## config.mk

```make
export PLATFORM = sky130hd
export DESIGN_NAME = dijkstra_relax_arbiter
export DESIGN_NICKNAME = d
export VERILOG_FILES = /design/src/rtl/dijkstra_relax_arbiter.sv
export SDC_FILE = /design/constraint.sdc
export NUM_CORES = 1
export LEC_CHECK = 0
export BUFFER_PORTS_ARGS = -buffer_cell sky130_fd_sc_hd__buf_2
export CORE_AREA = 2 2 206 208
export CTS_CLUSTER_DIAMETER = 120
export DETAILED_ROUTE_END_ITERATION = 6
export DIE_AREA = 0 0 208 210
export GPL_TIMING_DRIVEN = 0
export PLACE_DENSITY_LB_ADDON = 0.08
export SYNTH_ARGS = -nofsm -noshare
export SYNTH_HDL_FRONTEND = slang
export SYNTH_SLANG_ARGS = --single-unit
```

## constraint.sdc

```tcl
create_clock -name clk -period 2 [get_ports clk]
set_input_delay 0.2 -clock clk [delete_from_list [all_inputs] [get_ports clk]]
set_output_delay 0.2 -clock clk [all_outputs]
set_load 0.01 [all_outputs]
```

## src/rtl/dijkstra_relax_arbiter.sv

```systemverilog
// Round-robin arbiter that serialises Dijkstra edge relaxations onto one shared
// check-step unit and reports whether the candidate distance improves the neighbour.
module dijkstra_relax_arbiter #(
    parameter int NUM_REQ = 4,
    parameter int TIMEOUT = 15
) (
    input  logic                       clk,
    input  logic                       reset_n,
    input  logic [NUM_REQ-1:0]         req,
    input  logic [NUM_REQ*32-1:0]      req_dist,
    input  logic [NUM_REQ*32-1:0]      req_weight,
    input  logic [NUM_REQ*32-1:0]      req_old_dist,
    output logic [NUM_REQ-1:0]         gnt,
    output logic                       rsp_valid,
    input  logic                       rsp_ready,
    output logic [$clog2(NUM_REQ)-1:0] rsp_id,
    output logic [31:0]                rsp_dist,
    output logic                       rsp_update,
    output logic                       rsp_err,
    output logic [31:0]                cs_dataa,
    output logic [31:0]                cs_datab,
    output logic                       cs_start,
    output logic                       cs_clk_en,
    output logic                       cs_reset,
    input  logic                       cs_done,
    input  logic [31:0]                cs_result
);
    localparam int ID_W  = $clog2(NUM_REQ);
    localparam int CNT_W = $clog2(TIMEOUT + 1);
    localparam logic [31:0] POS_INF = 32'h7F80_0000;

    typedef enum logic [1:0] {IDLE, ISSUE, WAIT, RESP} state_t;

    state_t             state_q, state_d;
    logic [ID_W-1:0]    rr_ptr_q, rr_ptr_d;
    logic [ID_W-1:0]    id_q, id_d;
    logic [31:0]        dataa_q, dataa_d;
    logic [31:0]        datab_q, datab_d;
    logic [31:0]        old_q, old_d;
    logic [CNT_W-1:0]   cnt_q, cnt_d;
    logic               cs_start_q, cs_start_d;
    logic               cs_reset_q, cs_reset_d;
    logic               rsp_valid_q, rsp_valid_d;
    logic [31:0]        rsp_dist_q, rsp_dist_d;
    logic               rsp_update_q, rsp_update_d;
    logic               rsp_err_q, rsp_err_d;

    logic               sel_found;
    logic [ID_W-1:0]    sel_idx;
    logic [ID_W:0]      idx_sum;

    // First pending requester at or after rr_ptr, wrapping modulo NUM_REQ.
    always_comb begin
        sel_found = 1'b0;
        sel_idx   = '0;
        idx_sum   = '0;
        for (int k = 0; k < NUM_REQ; k++) begin
            idx_sum = {1'b0, rr_ptr_q} + (ID_W+1)'(k);
            if (idx_sum >= (ID_W+1)'(NUM_REQ)) begin
                idx_sum = idx_sum - (ID_W+1)'(NUM_REQ);
            end
            if (!sel_found && req[idx_sum[ID_W-1:0]]) begin
                sel_found = 1'b1;
                sel_idx   = idx_sum[ID_W-1:0];
            end
        end
    end

    always_comb begin
        state_d      = state_q;
        rr_ptr_d     = rr_ptr_q;
        id_d         = id_q;
        dataa_d      = dataa_q;
        datab_d      = datab_q;
        old_d        = old_q;
        cnt_d        = cnt_q;
        cs_start_d   = 1'b0;
        cs_reset_d   = 1'b0;
        rsp_valid_d  = rsp_valid_q;
        rsp_dist_d   = rsp_dist_q;
        rsp_update_d = rsp_update_q;
        rsp_err_d    = rsp_err_q;
        gnt          = '0;
        case (state_q)
            IDLE: begin
                if (sel_found) begin
                    gnt        = reset_n ? (NUM_REQ'(1) << sel_idx) : '0;
                    id_d       = sel_idx;
                    dataa_d    = req_dist[32*sel_idx +: 32];
                    datab_d    = req_weight[32*sel_idx +: 32];
                    old_d      = req_old_dist[32*sel_idx +: 32];
                    cs_start_d = 1'b1;
                    state_d    = ISSUE;
                end
            end
            ISSUE: begin
                cnt_d   = '0;
                state_d = WAIT;
            end
            WAIT: begin
                // A completion in the last allowed cycle still wins over the abort.
                if (cs_done) begin
                    rsp_dist_d   = cs_result;
                    rsp_err_d    = 1'b0;
                    rsp_update_d = !old_q[31] && (cs_result[30:23] != 8'hFF)
                                   && (cs_result[30:0] < old_q[30:0]);
                    rsp_valid_d  = 1'b1;
                    state_d      = RESP;
                end else if (cnt_q == CNT_W'(TIMEOUT - 1)) begin
                    rsp_dist_d   = POS_INF;
                    rsp_err_d    = 1'b1;
                    rsp_update_d = 1'b0;
                    rsp_valid_d  = 1'b1;
                    cs_reset_d   = 1'b1;
                    state_d      = RESP;
                end else begin
                    cnt_d = cnt_q + CNT_W'(1);
                end
            end
            RESP: begin
                if (rsp_ready) begin
                    rsp_valid_d = 1'b0;
                    rr_ptr_d    = (id_q == ID_W'(NUM_REQ - 1)) ? '0 : id_q + ID_W'(1);
                    state_d     = IDLE;
                end
            end
            default: state_d = IDLE;
        endcase
    end

    always_ff @(posedge clk) begin
        if (!reset_n) begin
            state_q      <= IDLE;
            rr_ptr_q     <= '0;
            id_q         <= '0;
            dataa_q      <= '0;
            datab_q      <= '0;
            old_q        <= '0;
            cnt_q        <= '0;
            cs_start_q   <= 1'b0;
            cs_reset_q   <= 1'b0;
            rsp_valid_q  <= 1'b0;
            rsp_dist_q   <= '0;
            rsp_update_q <= 1'b0;
            rsp_err_q    <= 1'b0;
        end else begin
            state_q      <= state_d;
            rr_ptr_q     <= rr_ptr_d;
            id_q         <= id_d;
            dataa_q      <= dataa_d;
            datab_q      <= datab_d;
            old_q        <= old_d;
            cnt_q        <= cnt_d;
            cs_start_q   <= cs_start_d;
            cs_reset_q   <= cs_reset_d;
            rsp_valid_q  <= rsp_valid_d;
            rsp_dist_q   <= rsp_dist_d;
            rsp_update_q <= rsp_update_d;
            rsp_err_q    <= rsp_err_d;
        end
    end

    assign rsp_valid  = rsp_valid_q;
    assign rsp_id     = id_q;
    assign rsp_dist   = rsp_dist_q;
    assign rsp_update = rsp_update_q;
    assign rsp_err    = rsp_err_q;
    assign cs_dataa   = dataa_q;
    assign cs_datab   = datab_q;
    assign cs_start   = cs_start_q;
    assign cs_clk_en  = 1'b1;
    assign cs_reset   = !reset_n || cs_reset_q;

endmodule
```

==> impl_results.md <==
- Clk root buf: clkbuf_16
- Xor/xnor share of the synthesized area: less than 1%
- Crit path kind: register to output pin
- Initial DRC Count: about 280
- Area Overhead vs Synth: 54.0%
- Worst reg2reg setup slack: -100 ps
- CP required: around 1800 ps
- Routability Congestion: 0.773
- Design Area, Final: 14200 µm²
- Max frequency: 0.467 GHz
- Combinational family with the most area after synthesis: multiplexers
- Startpoint types: register
- Worst VDD drop: 0.480 mV
- Pre-antenna DRT Iters: 4
- Main area contributors after synthesis: dfxtp_1 31%, mux2i_1 21%, mux2_2 12%, nand3_1 5.6%, ha_1 5.2%
- Worst r2r src: rr_ptr_q[1]
- Syn_area_per_cell: 9.66 µm²
- Post-synthesis adder-cell area fraction: 5.17%
- CP endpoint: gnt[0]
- Via/cell ratio: approximately 4.4
- Clock sinks: between 100 and 150
- R2R Path End: cs_datab[28]
- Layout cells sized above 1: 53.0%
- Die ar.: about 44000 µm²
- Power, Total: 0.0130 W
- Num CTS Buffers: 17
- Vias in the first global route: 9775
- Buffers on Ports: 528
- Final setup vio count: 91
- CP Cell Sequence: mux2i_1 -> o32ai_2 -> or2_4 -> buf_12 -> buf_12 -> and3_4 -> buf_6
- Synth Area in Simple Gates: 10.8%
- Initial antenna violation count: 6
- Max-cap violations: 0
- Worst setup EP type: output pin
- Total track usage: 17.5%
- RSZ-0062 raised after global routing: true
- Top delay family on crit path: simple AND/OR/NAND/NOR gates
- Die extent in x: about 210 µm
- Slowest stage delay, CP: 360 ps
- Routed length per instance: 18.7 µm
- Via count: 9207
- Final hold viol count: 0
- Max Buffers Root-to-Sink: 2
- Clock slew at reported path FFs: 60 ps
- Violated checks: negative setup slack
- Post-synthesis cell type count: 44
- Seq/Total Area, Yosys: 31.2%
- Largest net degree at the start of global routing: 17
- Setup TNS: -3440 ps
- Post-route ant nets: 0
- Netlist Area Pre-Place: approximately 9200 µm²
- Slew @ Worst Pin: a little over 800 ps
- Crit path buf inv count: 3
- Place WS: -893 ps
- Total power per unit cell area: 916 nW/µm²
- Max-slew headroom: 45.2%
- Die Y: 210 µm
- EDFF count, synth: 0
- Syn. warnings: 0
- Yosys top cell by area: dfxtp_1
- Hold Path Origin: cs_result[31]
- Worst EP arrival: 1940 ps
- Worst min path class: input port to register
- Mapped Cells: 951
- Synthesized flop and latch total: 143
- Initial core utilization: 22.2%
- Status: finished, violations left
- Placed Cells incl. Taps: 2018
- Htree depth: 4
- Crit-path most repeated cell: buf_12
- Setup ws final: -141 ps
- Slowest CP cell: dfxtp_4
- Overflow after GRT: 0
- Non-filler cells, final: ~2100
- Leakage: 7.32 nW
- Mux share of post-synthesis cell area: 32.9%
- Crit path time final: 2140 ps
- # DRC: 0
- Tcrit/Tclk final: 107%
- Row Count: 75
- Final wirelength: 38900 µm
- Synth async-reset ratio: 0%
- Fill count: 4467
- Core area: between 40000 and 50000 µm²
- Cells on worst reg2reg path: 9
- Post-DP HPWL: 30300 µm
- Crit-path max FO: 4
- CTS tree: done
- Compound-Gate Fraction of Synth Area: 11.9%
- Placed inst area: 12500 µm²
- Main synth FF type: dfxtp_1
- Setup Skew: roughly 12 ps
- Clk_lat worst skew: between 400 and 500 ps
- Final Net Count: 1992
- Crit path from: rr_ptr_q[1]
- Syn Nets: ~1400
- Global-route wire length before repair: 57700 µm
- WP depth: 7
- Synth top area share: 31.2%
- Max Slew Vio Count: 0
- Ports: 532
flip-flops by register name, summed over array words and instances (netlist names):
name	cells
rsp_err	1
rsp_dist	32
rsp_valid	1
cnt_q	4
rsp_update	1
cs_datab	32
rsp_id	2
old_q	32
rr_ptr_q	2
state_q	2
cs_dataa	32
cs_start	1
cs_reset_q	1
placed cells by master, fill, tap and decap left out, drive strengths merged, types with 24 or more instances in the layout:
cell    synthesis  layout
ha             38      38
mux2           96      96
a22oi          24      24
buf            35     598
mux2i         194     194
nand3         102     102
clkbuf         44      64
inv            37      38
dfxtp         143     143
o21ai         107     107
nor2b          29      29
power breakdown:
| part | internal (W) | leakage (nW) | switching [W] | total (W) |
|---|---|---|---|---|
| Clock | 0.00206 | 0.302 | 0.00131 | 0.00337 |
| Combinational | 0.00260 | 5.84 | 0.00303 | 0.00563 |
| Sequential | 0.00358 | 1.18 | 0.000370 | 0.00395 |
| Total | 0.00824 | 7.32 | 0.00471 | 0.0130 |
stage by stage:
step | hold slack (ps) | util, %
2_1_floorplan | 369 | -
3_3_place_gp | 442 | 30.2
3_5_place_dp | 446 | 30.2
4_1_cts | 6.29 | 34.0
5_1_grt | 21.1 | 34.1
6_report | 30.7 | 34.1
how the worst min path moves through the flow:
stage / end / cells after the start
6_report: rsp_dist[31] / 3
5_1_grt: rsp_dist[31] / 3
4_1_cts: rsp_dist[31] / 3
3_5_place_dp: cs_datab[8] / 2
3_3_place_gp: cs_dataa[14] / 2
2_1_floorplan: rr_ptr_q[1] / 2
worst min-delay path, stage by stage:
cell	delay, ps
buf_2	80
a22oi_1	50
nor2b_1	100
area by class of cell:
type	count	area, µm²	share of cell area, %
Tap cell	539	674	4.77
Buffer	72	646	4.56
Clock inverter	9	131	0.928
Multi-Input combinational cell	692	6040	42.7
Timing Repair Buffer	567	3160	22.4
Inverter	37	139	0.981
Antenna cell	2	5.00	0.0354
Sequential cell	143	2870	20.3
Clock buffer	23	478	3.38
cell families after synthesis:
| group | count (synthesis) |
|---|---|
| muxes | 290 |
| and+or+nand+nor | 187 |
| AOI/OAI and AO/OA | 174 |
| DFF | 143 |
| buffers and inverters | 116 |
| adders and majority gates | 38 |
| xor gates and xnor gates | 2 |
| other | 1 |
layer usage:
metal  track usage (%)  vias to the layer above  routed length (µm)
li1                  -                     4634                   -
met1              19.9                     4254               15900
met2              32.5                      277               20500
met3              4.62                       36                2000
met4              3.82                        6                 500
met5                 0                        -                  38
synthesized netlist by cell type (4+ instances only):
| master | n |
|---|---|
| and2_1 | 6 |
| o21ai_1 | 80 |
| and3_1 | 4 |
| buf_12 | 12 |
| a21o_1 | 6 |
| dfxtp_1 | 143 |
| nor3_1 | 6 |
| nand2_1 | 12 |
| o21ai_2 | 17 |
| ha_1 | 38 |
| a21oi_1 | 18 |
| mux2i_1 | 194 |
| a22oi_1 | 24 |
| nor2_1 | 8 |
| nand4_1 | 10 |
| o221a_2 | 8 |
| inv_1 | 37 |
| nand3_1 | 102 |
| o21ai_0 | 10 |
| buf_6 | 10 |
| nor2b_1 | 29 |
| nand2b_1 | 5 |
| mux2_2 | 96 |
| buf_1 | 4 |
| clkbuf_1 | 44 |
| buf_2 | 8 |
repair_timing:
action,CTS,global route
pin swaps,10,7
buffers inserted,31,3
cloned,11,0
resized for setup,126,53
hold buffers,0,0
endpoints found under the setup margin,130,103
Note: power is estimated with default switching activity, not from simulation.
